$ cat src/rtl/inst_fetch_if.sv
// Instruction-memory request/response bundle between fetch and imem.
// Ports: imem_req/imem_addr out of fetch; imem_ready/rvalid/rdata back.
interface inst_fetch_if;
  logic        imem_req;
  logic [31:0] imem_addr;
  logic        imem_ready;
  logic        imem_rvalid;
  logic [31:0] imem_rdata;

  modport master (
    output imem_req,
    output imem_addr,
    input  imem_ready,
    input  imem_rvalid,
    input  imem_rdata
  );

  modport slave (
    input  imem_req,
    input  imem_addr,
    output imem_ready,
    output imem_rvalid,
    output imem_rdata
  );
endinterface

$ cat src/rtl/inst_fetch.sv
// Instruction fetch: one outstanding imem read, redirect, decode stall.
// Ports: clk, rst_n, imem (master), redirect/redirect_pc/stall in, inst_valid/inst/inst_pc out.
module inst_fetch #(
  parameter logic [31:0] RESET_PC = 32'h0000_0000
) (
  input  logic         clk,
  input  logic         rst_n,
  inst_fetch_if.master imem,
  input  logic         redirect,
  input  logic [31:0]  redirect_pc,
  input  logic         stall,
  output logic         inst_valid,
  output logic [31:0]  inst,
  output logic [31:0]  inst_pc
);

  typedef enum logic [1:0] {
    IDLE,
    REQ,
    WAIT,
    HOLD
  } state_e;

  state_e      state_q;
  logic [31:0] pc_q;
  logic [31:0] fetch_pc_q;
  logic [31:0] inst_q;
  logic [31:0] inst_pc_q;
  logic        discard_q;
  logic        req_q;
  logic        valid_q;

  logic [31:0] tgt;
  logic        unused_rpc;

  assign tgt        = {redirect_pc[31:2], 2'b00};
  assign unused_rpc = ^redirect_pc[1:0];

  assign imem.imem_req  = req_q;
  assign imem.imem_addr = pc_q;
  assign inst_valid     = valid_q;
  assign inst           = inst_q;
  assign inst_pc        = inst_pc_q;

  always_ff @(posedge clk or negedge rst_n) begin
    if (!rst_n) begin
      state_q    <= IDLE;
      pc_q       <= RESET_PC;
      fetch_pc_q <= RESET_PC;
      discard_q  <= 1'b0;
      req_q      <= 1'b0;
      valid_q    <= 1'b0;
      inst_q     <= 32'h0000_0013;
      inst_pc_q  <= RESET_PC;
    end else begin
      // Redirect wins; per-state arms below never touch
      // pc_q or valid_q when redirect is high.
      if (redirect) begin
        pc_q    <= tgt;
        valid_q <= 1'b0;
      end
      unique case (state_q)
        IDLE: begin
          state_q <= REQ;
          req_q   <= 1'b1;
        end
        REQ: begin
          if (imem.imem_ready) begin
            state_q <= WAIT;
            req_q   <= 1'b0;
            if (redirect) begin
              // Accepted fetch is for the old path.
              discard_q <= 1'b1;
            end else begin
              fetch_pc_q <= pc_q;
              pc_q       <= pc_q + 32'd4;
            end
          end
        end
        WAIT: begin
          if (imem.imem_rvalid) begin
            discard_q <= 1'b0;
            if (!redirect && !discard_q) begin
              inst_q    <= imem.imem_rdata;
              inst_pc_q <= fetch_pc_q;
              valid_q   <= 1'b1;
              state_q   <= HOLD;
            end else begin
              state_q <= REQ;
              req_q   <= 1'b1;
            end
          end else if (redirect) begin
            discard_q <= 1'b1;
          end
        end
        HOLD: begin
          if (redirect || !stall) begin
            valid_q <= 1'b0;
            state_q <= REQ;
            req_q   <= 1'b1;
          end
        end
        default: begin
          state_q <= IDLE;
          req_q   <= 1'b0;
        end
      endcase
    end
  end

endmodule

$ cat src/flat_wrapper.sv
// flat-port wrapper written by rule: the top's interface ports become plain ports
module inst_fetch_flat 
#(
  parameter logic [31:0] RESET_PC = 32'h0000_0000
)
  (clk, rst_n, redirect, redirect_pc, stall, inst_valid, inst, inst_pc, imem_imem_req, imem_imem_addr, imem_imem_ready, imem_imem_rvalid, imem_imem_rdata);
  inst_fetch_if imem_i ();
  input  logic clk;
  input  logic rst_n;
  input  logic redirect;
  input  logic [31:0] redirect_pc;
  input  logic stall;
  output logic inst_valid;
  output logic [31:0] inst;
  output logic [31:0] inst_pc;
  output wire logic [$bits(imem_i.imem_req)-1:0] imem_imem_req;
  output wire logic [$bits(imem_i.imem_addr)-1:0] imem_imem_addr;
  input wire logic [$bits(imem_i.imem_ready)-1:0] imem_imem_ready;
  input wire logic [$bits(imem_i.imem_rvalid)-1:0] imem_imem_rvalid;
  input wire logic [$bits(imem_i.imem_rdata)-1:0] imem_imem_rdata;
  assign imem_imem_req = imem_i.imem_req;
  assign imem_imem_addr = imem_i.imem_addr;
  assign imem_i.imem_ready = imem_imem_ready;
  assign imem_i.imem_rvalid = imem_imem_rvalid;
  assign imem_i.imem_rdata = imem_imem_rdata;
  inst_fetch #(.RESET_PC(RESET_PC)) u_core (.clk(clk), .rst_n(rst_n), .imem(imem_i), .redirect(redirect), .redirect_pc(redirect_pc), .stall(stall), .inst_valid(inst_valid), .inst(inst), .inst_pc(inst_pc));
endmodule
$ cat config.mk
export PLATFORM = sky130hd
export DESIGN_NAME = inst_fetch_flat
export DESIGN_NICKNAME = d
export VERILOG_FILES = /design/src/rtl/inst_fetch_if.sv /design/src/rtl/inst_fetch.sv /design/src/flat_wrapper.sv
export SDC_FILE = /design/constraint.sdc
export NUM_CORES = 1
export LEC_CHECK = 0
export CORE_MARGIN = 2
export CORE_UTILIZATION = 30
export CTS_BUF_LIST = sky130_fd_sc_hd__clkbuf_16
export DETAILED_ROUTE_END_ITERATION = 6
export SLEW_MARGIN = 20
export SYNTH_ARGS = -nofsm -noshare
export SYNTH_HDL_FRONTEND = slang
export SYNTH_SLANG_ARGS = --single-unit
$ cat constraint.sdc
create_clock -name clk -period 4.6 [get_ports clk]
set_input_delay 0.69 -clock clk [delete_from_list [all_inputs] [get_ports clk]]
set_output_delay 0.69 -clock clk [all_outputs]
set_load 0.005 [all_outputs]
* After elaboration in Yosys (flattened, before gate mapping)
Index checks and enable logic that the tools add are counted.
** Word-level totals
- Logic and storage cells :: 52
- Output and inout bits :: 98
- Input bits :: 70
- Bits in registers :: 133
** Cells by class
- Reductions and logical operators :: 12
- Equality and inequality tests :: 7
- Bitwise logic cells :: 1
- Multiplexer cells :: 23
- $add $sub $neg :: 1
** Operators with widths (count)
- 2-to-1 mux 32 bit :: 4
- adder 32 x 3 -> 32 bit (second input constant) :: 1
- 2-to-1 mux 1 bit :: 11
- AND reduction 3 bit :: 3
- 2-to-1 mux 2 bit :: 4
- case mux 2 bit (4 select lines) :: 1
- != test 2 bit (second input constant) :: 3
- equality test 2 bit (second input constant) :: 2
- case mux 1 bit (2 select lines) :: 2
- case mux 1 bit (4 select lines) :: 1
- AND reduction 4 bit :: 1
- zero test 1 bit :: 3
- equality test 2 x 1 -> 1 bit (second input constant) :: 1
- zero test 2 bit :: 1
- != test 2 x 1 -> 1 bit (second input constant) :: 1
- AND reduction 2 bit :: 1
- nonzero test 2 bit :: 1
- logical AND 1 bit :: 1
- logical OR 1 bit :: 1
- NOT 1 bit :: 1

* Longest topological paths before layout
- Depth in word-level cells :: 5
- Depth in mapped cells :: 9
- Gate-level depth less buffers :: 6

* Worst setup path before layout
OpenSTA, ideal clock, no wires.
- Path kind :: input to register
- Start :: input redirect
- End :: register u_core.inst_q[12], in the netlist u_core.inst[12]
- Library setup time :: 0.125 ns
- Arrival time :: 1.881 ns
- Stages on the path :: 5
- Setup slack :: 2.594 ns
- Cells stage by stage :: nor2_1 and3_1 clkbuf_1 buf_2 mux2_2
** Between the ends
- Cells in the longest elaborated chain, start to end :: 3
** Ends and longest elaborated chain
- start: declaration :: line flat_wrapper.sv:10 : input logic redirect;
- zero test 1 bit :: line inst_fetch.sv:83 : if (!redirect && !discard_q) begin
- logical AND 1 bit :: line inst_fetch.sv:83
- AND reduction 3 bit (no line)
- end signal: assignment :: line inst_fetch.sv:84 : inst_q <= imem.imem_rdata;
- end: declaration :: line inst_fetch.sv:27 : logic [31:0] inst_q;
Every way passes these cells.
A chain may end at the register's enable or synchronous reset.

* Worst setup path in the final report
- Start :: input redirect
- End :: register u_core.fetch_pc_q[22]
** Between the ends
- Cells in the longest elaborated chain, start to end :: 2
** Ends and longest elaborated chain
- NOT 1 bit (no line)
- AND reduction 3 bit (no line)
- end signal: assignment :: line inst_fetch.sv:75 : fetch_pc_q <= pc_q;
- end: declaration :: line inst_fetch.sv:26 : logic [31:0] fetch_pc_q;
Every way passes these cells.

==> results.md <==
* Status: finished clean
* Async SR Flop Fraction at 100.0%
* Req. time, crit path at 4.88 ns
* Antenna diodes at 0
* Clock transition at the registers of the reported paths at 0.05 ns
* CTS H-tree depth at 4
* Vias per std cell at 4.868
* # setup viols final at 0
* Total congestion overflow at 0
* Cell internal pwr at roughly 0.0030 W
* Die width at 142.4 um
* Power Density at 497.5 nW/um2
* Synth Register Bits at 133
* Starting Density at 30.60%
* Synth top area share at 56.64%
* CTS tree: yes
* Crit. End Element: flop
* Post-synth EDFFs at 0
* Starting DRT DRC Count at 255
* Cell Area, Synth at approximately 5700 um2
* Gate power share at 27.9%
* CTS Buf Count at 17
* Placed wire-length estimate at 9856 um
* # DRC at 0
* Avg Synthesized Cell Area at approximately 12 um2
* Synth-to-Final Area Change at 40.89%
* Placed cell areas at 7594 um2
* I/O pin cnt at 168
* Final min period at 2.591 ns
* Post-Synthesis Cells at 469
* Drt first pass iters at 4
* Final Slew Violations at 0
* Switching pwr at ~0.0011 W
* Core area at about 19000 um2
* RePlAce Congestion at 0.7806
* Initial antenna violation count at 0
* Peak supply drop at 237.7 uV
* Clock network power share at 28.1%
* Seq pwr share at between 40 and 50%
* Setup_tns at 0 ns
* Die area at slightly above 20000 um2
* Final WL at 14410 um
* Clock sinks at 133
* Total number of vias at between 4000 and 5000
* Root Driver: clkbuf_16
* Power consumption at 0.004026 W
* Clock Tree Buf Depth at 2
* Ys flop type: dfrtp_1
* Hold-fix buffers, CTS at 0
* Sequential share of the synthesized area at between 50 and 60%
* Grt met2 use at 24.33%
* Final Cycle Share at 56.33%
* Startpoint type of the worst setup path: input port
* Max Fclk at 386.0 MHz
* Netlist cell types at 43
* RSZ-0062 raised after global routing: no
* Sw Share at a little over a quarter
* GR Util All Layers at 14.84%
* GR met3 Demand/Resource at 5.384%
* Flop2flop setup slack at 2.16 ns
* First-pass GRT wire length at 23240 um
* Met1 usage at 18.31%
* Arrival time worst endpoint at 2.87 ns
* Relative slew slack at 33.45%
* Hold Fails Final Rpt at 0
* Final worst slack at 2.009 ns
* Top cells by area, synth: dfrtp_1, mux2_2, nand2_1, nand3_1, o21ai_0
* Busiest grt layer: met2
* Post_cts resized at 0
* Final Cell Area at ~8100 um2
* Max Clock Skew at 0.01031 ns
* Syn Nets at around 540
* Die Y at between 100 and 150 um
* Cell row count at 50
* Hold crit path type: in2async
* Vias in the first global route at around 4500
* Type of the worst setup path: in2reg
* Post-DR wirelength/cell at 16.51 um
* Syn. warnings at 0
* Leakage Power at 3.508 nW
* Worst-margin pin slew at 0.9983 ns
* Worst Path Max Fanout at 38
* Largest net degree at the start of global routing at 66
* MaxCap Viol Count at 0
* ANT nets after route at 0
* Clock Latency Late Sink at 0.41 ns
* Share of cells above drive strength 1 at 20.03%
* Pre-CTS setup slack at about 1.5 ns
* Post-CTS Setup Inserts at 0
* Final #Nets at 701
* I/O Buffers at 165
* Cell taking the most area after synthesis: dfrtp_1
==> critical path, cell delays in order <==
cell and delay, ns:
buf_2 0.25, inv_1 0.42, nand3_2 0.86, mux2_2 0.59
==> flip-flops by register name, indices dropped and copies added (netlist names) <==
signal	flops
u_core.state_q	2
u_core.inst_valid	1
u_core.inst	32
u_core.imem.imem_addr	32
u_core.fetch_pc_q	32
u_core.discard_q	1
u_core.imem.imem_req	1
u_core.inst_pc	32
==> area by class of cell <==
cell class	count	area, um2
Clock buffer	17	425.4
Clock inverter	15	63.81
Fill cell	1751	10680
Inverter	11	41.29
Multi-Input combinational cell	295	2266
Sequential cell	133	3332
Tap cell	234	292.8
Timing Repair Buffer	168	1670
==> per-stage QoR <==
step           cells  utilization (%)  hold slack [ns]
3_3_place_gp     841            40.46           0.4645
6_report         873            43.11           0.2406
3_5_place_dp     841            40.46           0.4712
2_1_floorplan    469                -           0.3944
5_1_grt          873            43.11           0.2526
4_1_cts          873            43.07           0.2428
==> cell usage after synthesis (all sizes together), types with 2 or more instances <==
cell type	number
and3	7
xor2	10
buf	16
and4	6
ha	5
nor4	4
a311o	6
o211ai	6
or4	6
nand3	25
a21oi	5
clkbuf	14
a211o	2
o211a	2
mux2i	2
nand4	16
o21ai	24
nor2	13
and2	2
nor3	3
nand2	44
nor2b	5
inv	11
a22oi	2
dfrtp	130
dfstp	3
mux2	90
==> power groups by stage <==
| stage | Clock (W) | Combinational [W] | Sequential (W) |
|---|---|---|---|
| after floorplan | 0 | 0.000479 | 0.00176 |
| after global placement | 0 | 0.00111 | 0.00176 |
| after detailed placement | 0 | 0.00114 | 0.00179 |
| after CTS | 0.00117 | 0.00114 | 0.00177 |
| after global routing | 0.00124 | 0.00123 | 0.00182 |
| final | 0.00113 | 0.00112 | 0.00177 |
==> final timing paths <==
path,end,cells past startpoint,from
max in group asynchronous,u_core.fetch_pc_q[1]$_DFFE_PN0P_,2,rst_n
min reg2reg,u_core.fetch_pc_q[28]$_DFFE_PN0P_,2,u_core.fetch_pc_q[28]$_DFFE_PN0P_
min,u_core.inst[11]$_DFFE_PN0P_,1,rst_n
max reg2reg,u_core.fetch_pc_q[22]$_DFFE_PN0P_,4,u_core.state_q[1]$_DFFE_PN0P_
min in group clk,u_core.fetch_pc_q[28]$_DFFE_PN0P_,2,u_core.fetch_pc_q[28]$_DFFE_PN0P_
max,u_core.fetch_pc_q[22]$_DFFE_PN0P_,4,redirect
==> logic make-up (layout without fill, tap and decap cells) <==
group | Yosys count | in the layout | share of synthesized area [%]
and+or+nand+nor | 134 | 134 | 12.11
DFF | 133 | 133 | 58.02
muxes | 92 | 92 | 18.00
AOI/OAI and AO/OA | 53 | 53 | 6.144
buffers and inverters | 41 | 211 | 2.963
xor gates and xnor gates | 11 | 11 | 1.678
adders and majority gates | 5 | 5 | 1.089
==> cell usage in the layout (no fill, tap or decap), types with 2 or more instances in the layout <==
cell type	count
and4_1	5
dfrtp_1	130
ha_1	5
nor2b_1	5
clkinv_2	3
a311o_1	6
nand3_1	24
clkdlybuf4s50_1	163
o211a_1	2
o211ai_1	6
a22oi_1	2
clkbuf_16	17
a21oi_1	5
a211o_1	2
nand4_1	15
nor4_1	3
mux2i_1	2
xor2_1	10
dfstp_2	3
o21ai_0	24
inv_1	17
nor3_1	3
or4_1	5
and3_1	5
buf_4	3
nor2_1	13
mux2_2	90
clkinv_1	5
nand2_1	44
==> layer usage <==
layer	vias to the layer above	wire length, um
li1	1996	-
met3	12	969
met1	2104	6448
met2	138	6821
met5	-	0
met4	0	172
Note: power is estimated with default switching activity, not from simulation.
